**src/rtl/fetch_stage.sv**
```systemverilog
// fetch_stage: instruction-fetch stage with PC ownership and the IF/ID
// pipeline register. Drives an instruction-memory read request, advances on
// ihit, and honors redirect > halt > flush > stall in that order.
// Optional macro FETCH_SKID_EN: keep fetching during stall by parking one
// fetched word in a skid entry (HOLD state) until the stall releases.
module fetch_stage #(
    parameter logic [31:0] PC_INIT = 32'h0000_0000
) (
    input  logic        CLK,
    input  logic        nRST,
    input  logic        ihit,
    input  logic [31:0] iload,
    output logic        imemREN,
    output logic [31:0] imemaddr,
    input  logic        stall,
    input  logic        flush,
    input  logic        redirect,
    input  logic [31:0] redirect_pc,
    input  logic        halt,
    output logic [31:0] ifid_instr,
    output logic [31:0] ifid_npc,
    output logic        ifid_valid,
    output logic        halted
);

`ifdef FETCH_SKID_EN
    typedef enum logic [1:0] {
        ST_FETCH  = 2'd0,
        ST_HOLD   = 2'd1,
        ST_HALTED = 2'd2
    } state_t;
`else
    typedef enum logic [1:0] {
        ST_FETCH  = 2'd0,
        ST_HALTED = 2'd2
    } state_t;
`endif

    state_t      r_state;
    state_t      w_state_next;
    logic [31:0] r_pc;
    logic [31:0] w_pc_next;
    logic [31:0] r_instr;
    logic [31:0] w_instr_next;
    logic [31:0] r_npc;
    logic [31:0] w_npc_next;
    logic        r_valid;
    logic        w_valid_next;
    logic [31:0] w_pc_plus4;
`ifdef FETCH_SKID_EN
    logic [31:0] r_skid_instr;
    logic [31:0] w_skid_instr_next;
    logic [31:0] r_skid_npc;
    logic [31:0] w_skid_npc_next;
`endif

    // Low address bits of a redirect target are discarded (word alignment).
    logic w_unused;
    assign w_unused = &{1'b0, redirect_pc[1:0]};

    // Natural wrap at 32 bits is intended.
    assign w_pc_plus4 = r_pc + 32'd4;

    assign imemaddr   = r_pc;
    assign ifid_instr = r_instr;
    assign ifid_npc   = r_npc;
    assign ifid_valid = r_valid;
    assign halted     = (r_state == ST_HALTED);

`ifdef FETCH_SKID_EN
    assign imemREN = nRST && (r_state == ST_FETCH);
`else
    assign imemREN = nRST && (r_state == ST_FETCH) && !stall;
`endif

    // State and pipeline register; async reset drops any in-flight fetch.
    always_ff @(posedge CLK or negedge nRST) begin
        if (!nRST) begin
            r_state      <= ST_FETCH;
            r_pc         <= PC_INIT;
            r_instr      <= 32'd0;
            r_npc        <= 32'd0;
            r_valid      <= 1'b0;
`ifdef FETCH_SKID_EN
            r_skid_instr <= 32'd0;
            r_skid_npc   <= 32'd0;
`endif
        end else begin
            r_state      <= w_state_next;
            r_pc         <= w_pc_next;
            r_instr      <= w_instr_next;
            r_npc        <= w_npc_next;
            r_valid      <= w_valid_next;
`ifdef FETCH_SKID_EN
            r_skid_instr <= w_skid_instr_next;
            r_skid_npc   <= w_skid_npc_next;
`endif
        end
    end

    // Next-state / next-register logic in priority order redirect, halt, flush, stall, advance.
    always_comb begin
        w_state_next      = r_state;
        w_pc_next         = r_pc;
        w_instr_next      = r_instr;
        w_npc_next        = r_npc;
        w_valid_next      = r_valid;
`ifdef FETCH_SKID_EN
        w_skid_instr_next = r_skid_instr;
        w_skid_npc_next   = r_skid_npc;
`endif
        if (r_state != ST_HALTED) begin
            if (redirect) begin
                // Wrong-path work (fetch, skid, halt) is all discarded.
                w_pc_next    = {redirect_pc[31:2], 2'b00};
                w_instr_next = 32'd0;
                w_valid_next = 1'b0;
                w_state_next = ST_FETCH;
`ifdef FETCH_SKID_EN
                w_skid_instr_next = 32'd0;
                w_skid_npc_next   = 32'd0;
`endif
            end else if (halt) begin
                w_state_next = ST_HALTED;
                w_instr_next = 32'd0;
                w_valid_next = 1'b0;
            end else begin
                if (r_state == ST_FETCH) begin
                    if (!stall) begin
                        if (ihit) begin
                            w_instr_next = iload;
                            w_npc_next   = w_pc_plus4;
                            w_valid_next = 1'b1;
                            w_pc_next    = w_pc_plus4;
                        end else begin
                            w_instr_next = 32'd0;
                            w_valid_next = 1'b0;
                        end
                    end
`ifdef FETCH_SKID_EN
                    else if (ihit) begin
                        // Decode is stalled: park the word and keep the PC moving.
                        w_skid_instr_next = iload;
                        w_skid_npc_next   = w_pc_plus4;
                        w_pc_next         = w_pc_plus4;
                        w_state_next      = ST_HOLD;
                    end
`endif
                end
`ifdef FETCH_SKID_EN
                else if (!stall && !flush) begin
                    // Stall released: hand the parked word to decode.
                    w_instr_next = r_skid_instr;
                    w_npc_next   = r_skid_npc;
                    w_valid_next = 1'b1;
                    w_state_next = ST_FETCH;
                end
`endif
                // Flush squashes IF/ID even under stall; PC/skid progress is kept.
                if (flush) begin
                    w_instr_next = 32'd0;
                    w_valid_next = 1'b0;
                end
            end
        end
    end

endmodule

```
**config.mk**
```make
export PLATFORM = sky130hd
export DESIGN_NAME = fetch_stage
export DESIGN_NICKNAME = d
export VERILOG_FILES = /design/src/rtl/fetch_stage.sv
export SDC_FILE = /design/constraint.sdc
export NUM_CORES = 1
export LEC_CHECK = 0
export CELL_PAD_IN_SITES_DETAIL_PLACEMENT = 1
export CELL_PAD_IN_SITES_GLOBAL_PLACEMENT = 2
export CORE_MARGIN = 4
export CORE_UTILIZATION = 28
export DETAILED_ROUTE_END_ITERATION = 6
export PLACE_DENSITY_LB_ADDON = 0.25
export SETUP_SLACK_MARGIN = 0.3
export SYNTH_ARGS = -nofsm -noshare
export SYNTH_HDL_FRONTEND = slang
export SYNTH_SLANG_ARGS = --single-unit
```
**constraint.sdc**
```tcl
create_clock -name CLK -period 3.8 [get_ports CLK]
set_clock_uncertainty 0.05 [all_clocks]
set_input_delay 0.57 -clock CLK [delete_from_list [all_inputs] [get_ports CLK]]
set_output_delay 0.57 -clock CLK [all_outputs]
set_load 0.01 [all_outputs]
```
# After elaboration in Yosys (flattened, before gate mapping)
# Cells that the tools add are included.
[totals]
ff_bits = 99
in_bits = 71
[op_classes]
reduce_logical = 12
n_eq_ne = 5
n_addsub = 1
n_mux = 19
bitwise = 3
[ops]
columns = ["op", "count"]
rows = [
  ["2-to-1 mux 32 bit", 11],
  ["adder 32 x 3 -> 32 bit, second input constant", 1],
  ["2-to-1 mux 1 bit", 6],
  ["AND reduction 6 bit", 1],
  ["nonzero test 2 bit", 3],
  ["AND reduction 5 bit", 1],
  ["2-to-1 mux 2 bit", 2],
  ["inequality test 2 bit, second input constant", 2],
  ["inequality test 4 x 1 -> 1 bit, second input constant", 1],
  ["nonzero test 4 bit", 1],
  ["inverter 1 bit", 3],
  ["AND reduction 3 bit", 1],
  ["equality test 2 bit, second input constant", 1],
  ["logical AND 1 bit", 2],
  ["logical NOT 2 bit", 1],
  ["inequality test 2 x 1 -> 1 bit, second input constant", 1],
  ["AND reduction 2 bit", 1],
  ["logical NOT 1 bit", 1],
]

# Longest topological paths before layout
# Gate-level depths: netlist of the first run.
[depth]
depth_word = 6
mapped_depth = 8
mapped_depth_nobuf = 6

# Worst setup path after synthesis of the first run
# No wires, ideal clock.
[synth_path]
kind = "register to register"
start = "register r_pc[7], in the netlist imemaddr[7]"
end = "register r_pc[29], in the netlist imemaddr[29]"
stages_incl_launch_ff = 8
setup_time_ns = 0.077
t_arrival_ns = 2.237
synth_period_minus_slack_ns = 2.364
slack_ns = 1.436
path_buffers = 2
path_cell_list = "dfrtp_1 -> buf_4 -> nand4_2 -> or4_1 -> buf_2 -> or4_4 -> a211o_1 -> a21oi_1"
[synth_via]
elab_chain_len = 6
[synth_lines]
columns = ["item", "line", "rtl"]
rows = [
  ["start, declared", "41", "logic [31:0] r_pc;"],
  ["start signal, assigned", "90", "r_pc <= w_pc_next;"],
  ["adder 32 x 3 -> 32 bit", "62", "assign w_pc_plus4 = r_pc + 32'd4;"],
  ["2-to-1 mux 32 bit", "130", "if (ihit) begin"],
  ["2-to-1 mux 32 bit", "129", "if (!stall) begin"],
  ["2-to-1 mux 32 bit", "128", "if (r_state == ST_FETCH) begin"],
  ["2-to-1 mux 32 bit", "123", "end else if (halt) begin"],
  ["2-to-1 mux 32 bit", "113", "if (redirect) begin"],
]
# Every way passes these cells. The select of a mux whose other input is x is not followed.
# A chain may end at the register's enable or synchronous reset.

# Worst setup path in the final report of the first run
# Same ends and word-level chain as after synthesis.

==> flow_summary_export.csv, run 1 <==
group,metric,value,unit
layout,final_common_cell,"clkdlybuf4s50_1",
global_routing,grt_max_degree,54,
run_status,status,"finished clean",
global_routing,track_usage,0.175,
sta,finalCritPeriodShare,0.711,
layout,final_cell_mix,"clkdlybuf4s50_1, dfrtp_1, nand2_1",
route,wl_per_cell,19.0,um
floorplan,rows,46,
layout,layout-drive-gt1-share,0.0593,
logic_synthesis,ys.flop_type,"dfrtp_1",
clocking,cts_root_buf,"clkbuf_16",
placement,hpwl,11600,um
worst_setup_path,required,4.01,ns
placement,place_area,6450,um2
worst_setup_path,critPathArrivalTime,2.91,ns
power,peakVddDrop,0.208,mV
floorplan,die-area,18800,um2
layout,num-nets-final,708,
worst_hold_path,holdCritPathClass,"primary input to asynchronous set/reset pin",
power,power.density,401,nW/um2
sta,timing.fmax,0.370,GHz
logic_synthesis,synth-edff-count,0,
worst_setup_path,worstSetupPathType,"flop to flop",
worst_setup_path,startpoint_type,"flop",
clocking,hold_buffers,0,
floorplan,start_util,0.290,
placement,port_buffers,163,
route,route.vias.total,4348,
job,drv_cap,0,
route,vias_per_cell,5.07,
power,leakagePower,0.00277,uW
logic_synthesis,synth_top_area_cell,"dfrtp_1",
clocking,h-tree-depth,3,
sta,drv_slew,0,
clocking,clock-sinks,94,
logic_synthesis,synth_cell_types,47,
clocking,max-clock-path-buffers,2,
floorplan,core-area,16100,um2
route,drt_iter0_markers,144,
logic_synthesis,yosysWarnings,0,
global_routing,grt_pass1_wl,25600,um
logic_synthesis,syn_inst,500,
route,remaining_drc_errors,0,
sta,setup_violations,0,
layout,fill_cells,1828,
clocking,post_cts_resized,0,
logic_synthesis,synth_area,4680,um2
sta,fin_setup_tns,0,ns
sta,hold_viol_final,0,
floorplan,die_x,137,um
logic_synthesis,syn_area_per_cell,9.36,um2
logic_synthesis,ys_ff_latch,94,
clocking,clk_pin_slew,0.07,ns
clocking,clk_latency,0.35,ns
floorplan,die_y,137,um
sta,rsz0062_at_grt,"no",
placement,place.gp.congestion,0.758,
logic_synthesis,synth_top_cell_area_share,0.503,
layout,diodes,0,
clocking,post_cts_buffers,0,
route,routed_wl,16300,um
layout,final_core_util,0.420,
worst_setup_path,crit_path_end_kind,"flop",
worst_setup_path,reg2reg_depth,5,
route,dr.pass1.iters,4,
global_routing,overflow,0,
logic_synthesis,yosys-top-cells-area,"dfrtp_1, a22o_1, nand2_1, o21ai_0, nand3_1",
sta,max_slew_margin,0.528,
layout,stdcell_area,6770,um2
sta,finalCriticalPeriod,2.70,ns
worst_setup_path,critPathMaxFanout,11,
clocking,numCtsBuffers,9,
global_routing,antenna_found_initial,0,
layout,syn_to_final_growth,44.8,%
floorplan,ios,170,
logic_synthesis,synth_seq_area_share,0.503,
route,postRouteAntennaNets,0,
logic_synthesis,async_reset_ff_frac,1.00,
clocking,cts_tree,"yes",
sta,worst_pin_slew,0.702,ns
global_routing,grt_pass1_vias,4617,
-- stage by stage --
stage | hold slack [ns] | worst slack, ns | cells | total power, uW
2_1_floorplan | 0.224 | 1.44 | 503 | 1420
3_3_place_gp | 0.408 | 1.07 | 841 | 1730
3_5_place_dp | 0.415 | 1.03 | 841 | 1740
4_1_cts | 0.289 | 1.10 | 857 | 2760
5_1_grt | 0.322 | 0.989 | 857 | 2860
6_report | 0.264 | 1.10 | 857 | 2720
-- power breakdown --
group	switching (uW)	internal (uW)	leakage [uW]
registers	117	1080	0.00119
clock network	406	597	0.000156
logic	228	293	0.00143
total	751	1970	0.00277
-- area by class of cell --
cell class              count  area (um2)  share of cell area
flip-flops and latches     94        2350               0.347
clock buffers              11         243              0.0358
multi-input cells         357        2120               0.313
repair buffers            171        1700               0.250
well taps                 216         270              0.0399
inverters                   3        11.3             0.00166
clock inverters             5        81.3              0.0120
-- sequential cells by signal, summed over array words and instances (netlist names) --
name,flops
ifid_instr,32
ifid_npc,30
imemaddr,30
ifid_valid,1
r_state,1
-- layer usage --
layer	part of all wire	GRT usage	vias up
met5	0	0	-
met1	0.46	0.233	2146
met2	0.46	0.281	143
li1	-	-	2040
met4	0.016	0.0599	0
met3	0.070	0.0402	19
-- worst max-delay path, cell delays in order, from the launching register on --
cell	delay, ns
dfrtp_1	0.58
nand4_2	0.21
or4_1	0.75
or4_4	0.59
a211o_1	0.30
a21oi_1	0.14
-- kinds of logic (layout without fill, tap and decap cells) --
family	after synthesis	count (layout)	synth area share
mux	6	6	0.0131
buf+inv	52	190	0.0484
compound gates	123	123	0.171
flops	94	94	0.503
other cells	1	4	0.000802
simple gates	195	195	0.208
fa+ha+maj	1	1	0.00267
xor+xnor	28	28	0.0524
-- synthesized netlist by cell type (5+ instances only) --
cell type  number
nand3_1        34
clkbuf_1       34
buf_4           6
nor2_1         30
xor2_1         11
a21oi_1        22
a31oi_1         7
nand2_1        63
nor3_1         15
nand4_1        10
and3_1          8
a22o_1         32
o21ai_0        43
buf_2           6
xnor2_1        17
dfrtp_1        94
mux2i_1         5
nor4_1          5
-- worst paths after layout --
kind                                 end  slack (ns)        start
max                         imemaddr[29]        1.10  imemaddr[7]
max in group asynchronous   ifid_npc[29]        2.29         nRST
min reg2reg                   ifid_valid        0.43   ifid_valid
min in group CLK              ifid_valid        0.43   ifid_valid
max reg2reg                 imemaddr[29]        1.10  imemaddr[7]
min                        ifid_instr[8]        0.26         nRST
Power figures use the tool's default switching activity.
==> run 2, diff against run 1 <==
Settings changed: CORE_UTILIZATION 28 to 26.
Clock period 3.8 ns to 2.5 ns, I/O delays scaled along.
==> flow_summary_export.csv, run 2 (synthesis results as in run 1) <==
group,metric,value,unit
sta,drv_slew,0,
clocking,cts_tree,"yes",
worst_setup_path,r2r-start,"imemaddr[8]",
layout,layout-drive-gt1-share,0.113,
layout,syn_to_final_growth,50.7,%
route,route.vias.total,4435,
layout,diodes,0,
placement,place.gp.congestion,0.814,
clocking,max-clock-path-buffers,2,
worst_setup_path,startpoint_type,"flop",
route,postRouteAntennaNets,0,
sta,finalCritPeriodShare,0.846,
layout,final_cell_mix,"clkdlybuf4s50_1, dfrtp_1, nand2_1",
layout,stdcell_area,7050,um2
placement,hpwl,12400,um
clocking,clk_pin_slew,0.07,ns
route,vias_per_cell,4.96,
placement,port_buffers,163,
placement,preCtsSetupSlack,0.00197,ns
route,routed_wl,16600,um
floorplan,die_x,142,um
sta,setup_slack,0.386,ns
placement,place_area,6700,um2
sta,fin_setup_tns,0,ns
global_routing,grt_max_degree,59,
worst_setup_path,required,2.72,ns
sta,setup_violations,0,
layout,num-nets-final,738,
route,wl_per_cell,18.5,um
sta,hold_viol_final,0,
sta,timing.fmax,0.473,GHz
floorplan,rows,48,
clocking,numCtsBuffers,9,
clocking,clk_latency,0.35,ns
worst_setup_path,worstSetupPathType,"flop to flop",
sta,worst_pin_slew,0.765,ns
clocking,hold_buffers,0,
power,leakagePower,0.00291,uW
floorplan,start_util,0.268,
floorplan,ios,170,
global_routing,grt_pass1_wl,26200,um
worst_setup_path,critPathMaxFanout,7,
route,dr.pass1.iters,4,
floorplan,die_y,142,um
worst_setup_path,reg2reg_depth,5,
route,remaining_drc_errors,0,
job,drv_cap,0,
worst_setup_path,rrSetupSlack,0.39,ns
sta,finalCriticalPeriod,2.11,ns
clocking,cts_root_buf,"clkbuf_16",
floorplan,core-area,17500,um2
worst_hold_path,holdCritPathClass,"primary input to asynchronous set/reset pin",
layout,final_common_cell,"clkdlybuf4s50_1",
layout,largest_register_ffs,32,
sta,holdWs,0.0546,ns
power,power,4100,uW
global_routing,antenna_found_initial,0,
global_routing,overflow,0,
worst_setup_path,crit_start,"imemaddr[8]",
run_status,status,"finished clean",
sta,rsz0062_at_grt,"no",
route,drt_iter0_markers,215,
worst_setup_path,crit_path_end_kind,"flop",
worst_setup_path,critPathArrivalTime,2.34,ns
global_routing,grt_pass1_vias,4675,
global_routing,track_usage,0.166,
clocking,clock-sinks,94,
power,power.density,582,nW/um2
floorplan,die-area,20200,um2
worst_setup_path,r2r-end,"imemaddr[29]",
clocking,h-tree-depth,3,
sta,max_slew_margin,0.490,
power,peakVddDrop,0.288,mV
==> run 2: cell count changes in the layout (fill, tap and decap cells not counted), sizes merged <==
| cell | delta |
|---|---|
| buf | +30 |
| clkinv | +1 |
| inv | -1 |
| bufinv | -1 |
==> run 2: critical path, cell delays in order (launching register included) <==
cell	delay (ns)
dfrtp_1	0.38
nand4_2	0.19
or4_4	0.51
or4_4	0.52
a211o_1	0.27
a21oi_1	0.11
==> run 2: final cells by class <==
type	count	area, um2
inverters	3	11.3
well taps	225	282
multi-input cells	357	2180
clock inverters	4	47.5
repair buffers	201	1930
clock buffers	11	243
fillers	1972	10400
flip-flops and latches	94	2350
==> run 2: metrics by stage <==
stage / utilization / cells
floorplan: - / 503
global placement: 0.383 / 879
detailed placement: 0.383 / 879
CTS: 0.401 / 894
global route: 0.403 / 895
finish: 0.403 / 895
==> run 2: how the worst max path moves through the flow <==
stage                    to  slack (ns)  cells after the start
4_1_cts        imemaddr[26]        0.25                      7
3_3_place_gp   imemaddr[19]        0.06                      6
6_report       imemaddr[29]        0.39                      5
3_5_place_dp   imemaddr[10]       0.002                      7
2_1_floorplan  imemaddr[29]        0.24                      7
5_1_grt        imemaddr[21]        0.29                      6
==> run 2: report_power, final <==
part	total [uW]	internal, uW	switching (uW)	leakage [uW]
Sequential	1740	1640	100	0.00118
Combinational	985	523	462	0.00158
Clock	1380	794	584	0.000141
Total	4100	2960	1150	0.00291
==> run 2: timing repair <==
action | in CTS | in global routing
hold endpoints to repair | 0 | 0
setup endpoints to repair | 7 | 15
resized for setup | 4 | 8
pin swaps | 0 | 1
buffers inserted | 0 | 1
==> run 2: layer usage <==
| metal | vias up | part of all wire | track usage |
|---|---|---|---|
| li1 | 2096 | - | - |
| met1 | 2188 | 0.48 | 0.233 |
| met5 | - | 0 | 0 |
| met3 | 12 | 0.054 | 0.0299 |
| met4 | 0 | 0.012 | 0.0480 |
| met2 | 139 | 0.45 | 0.262 |
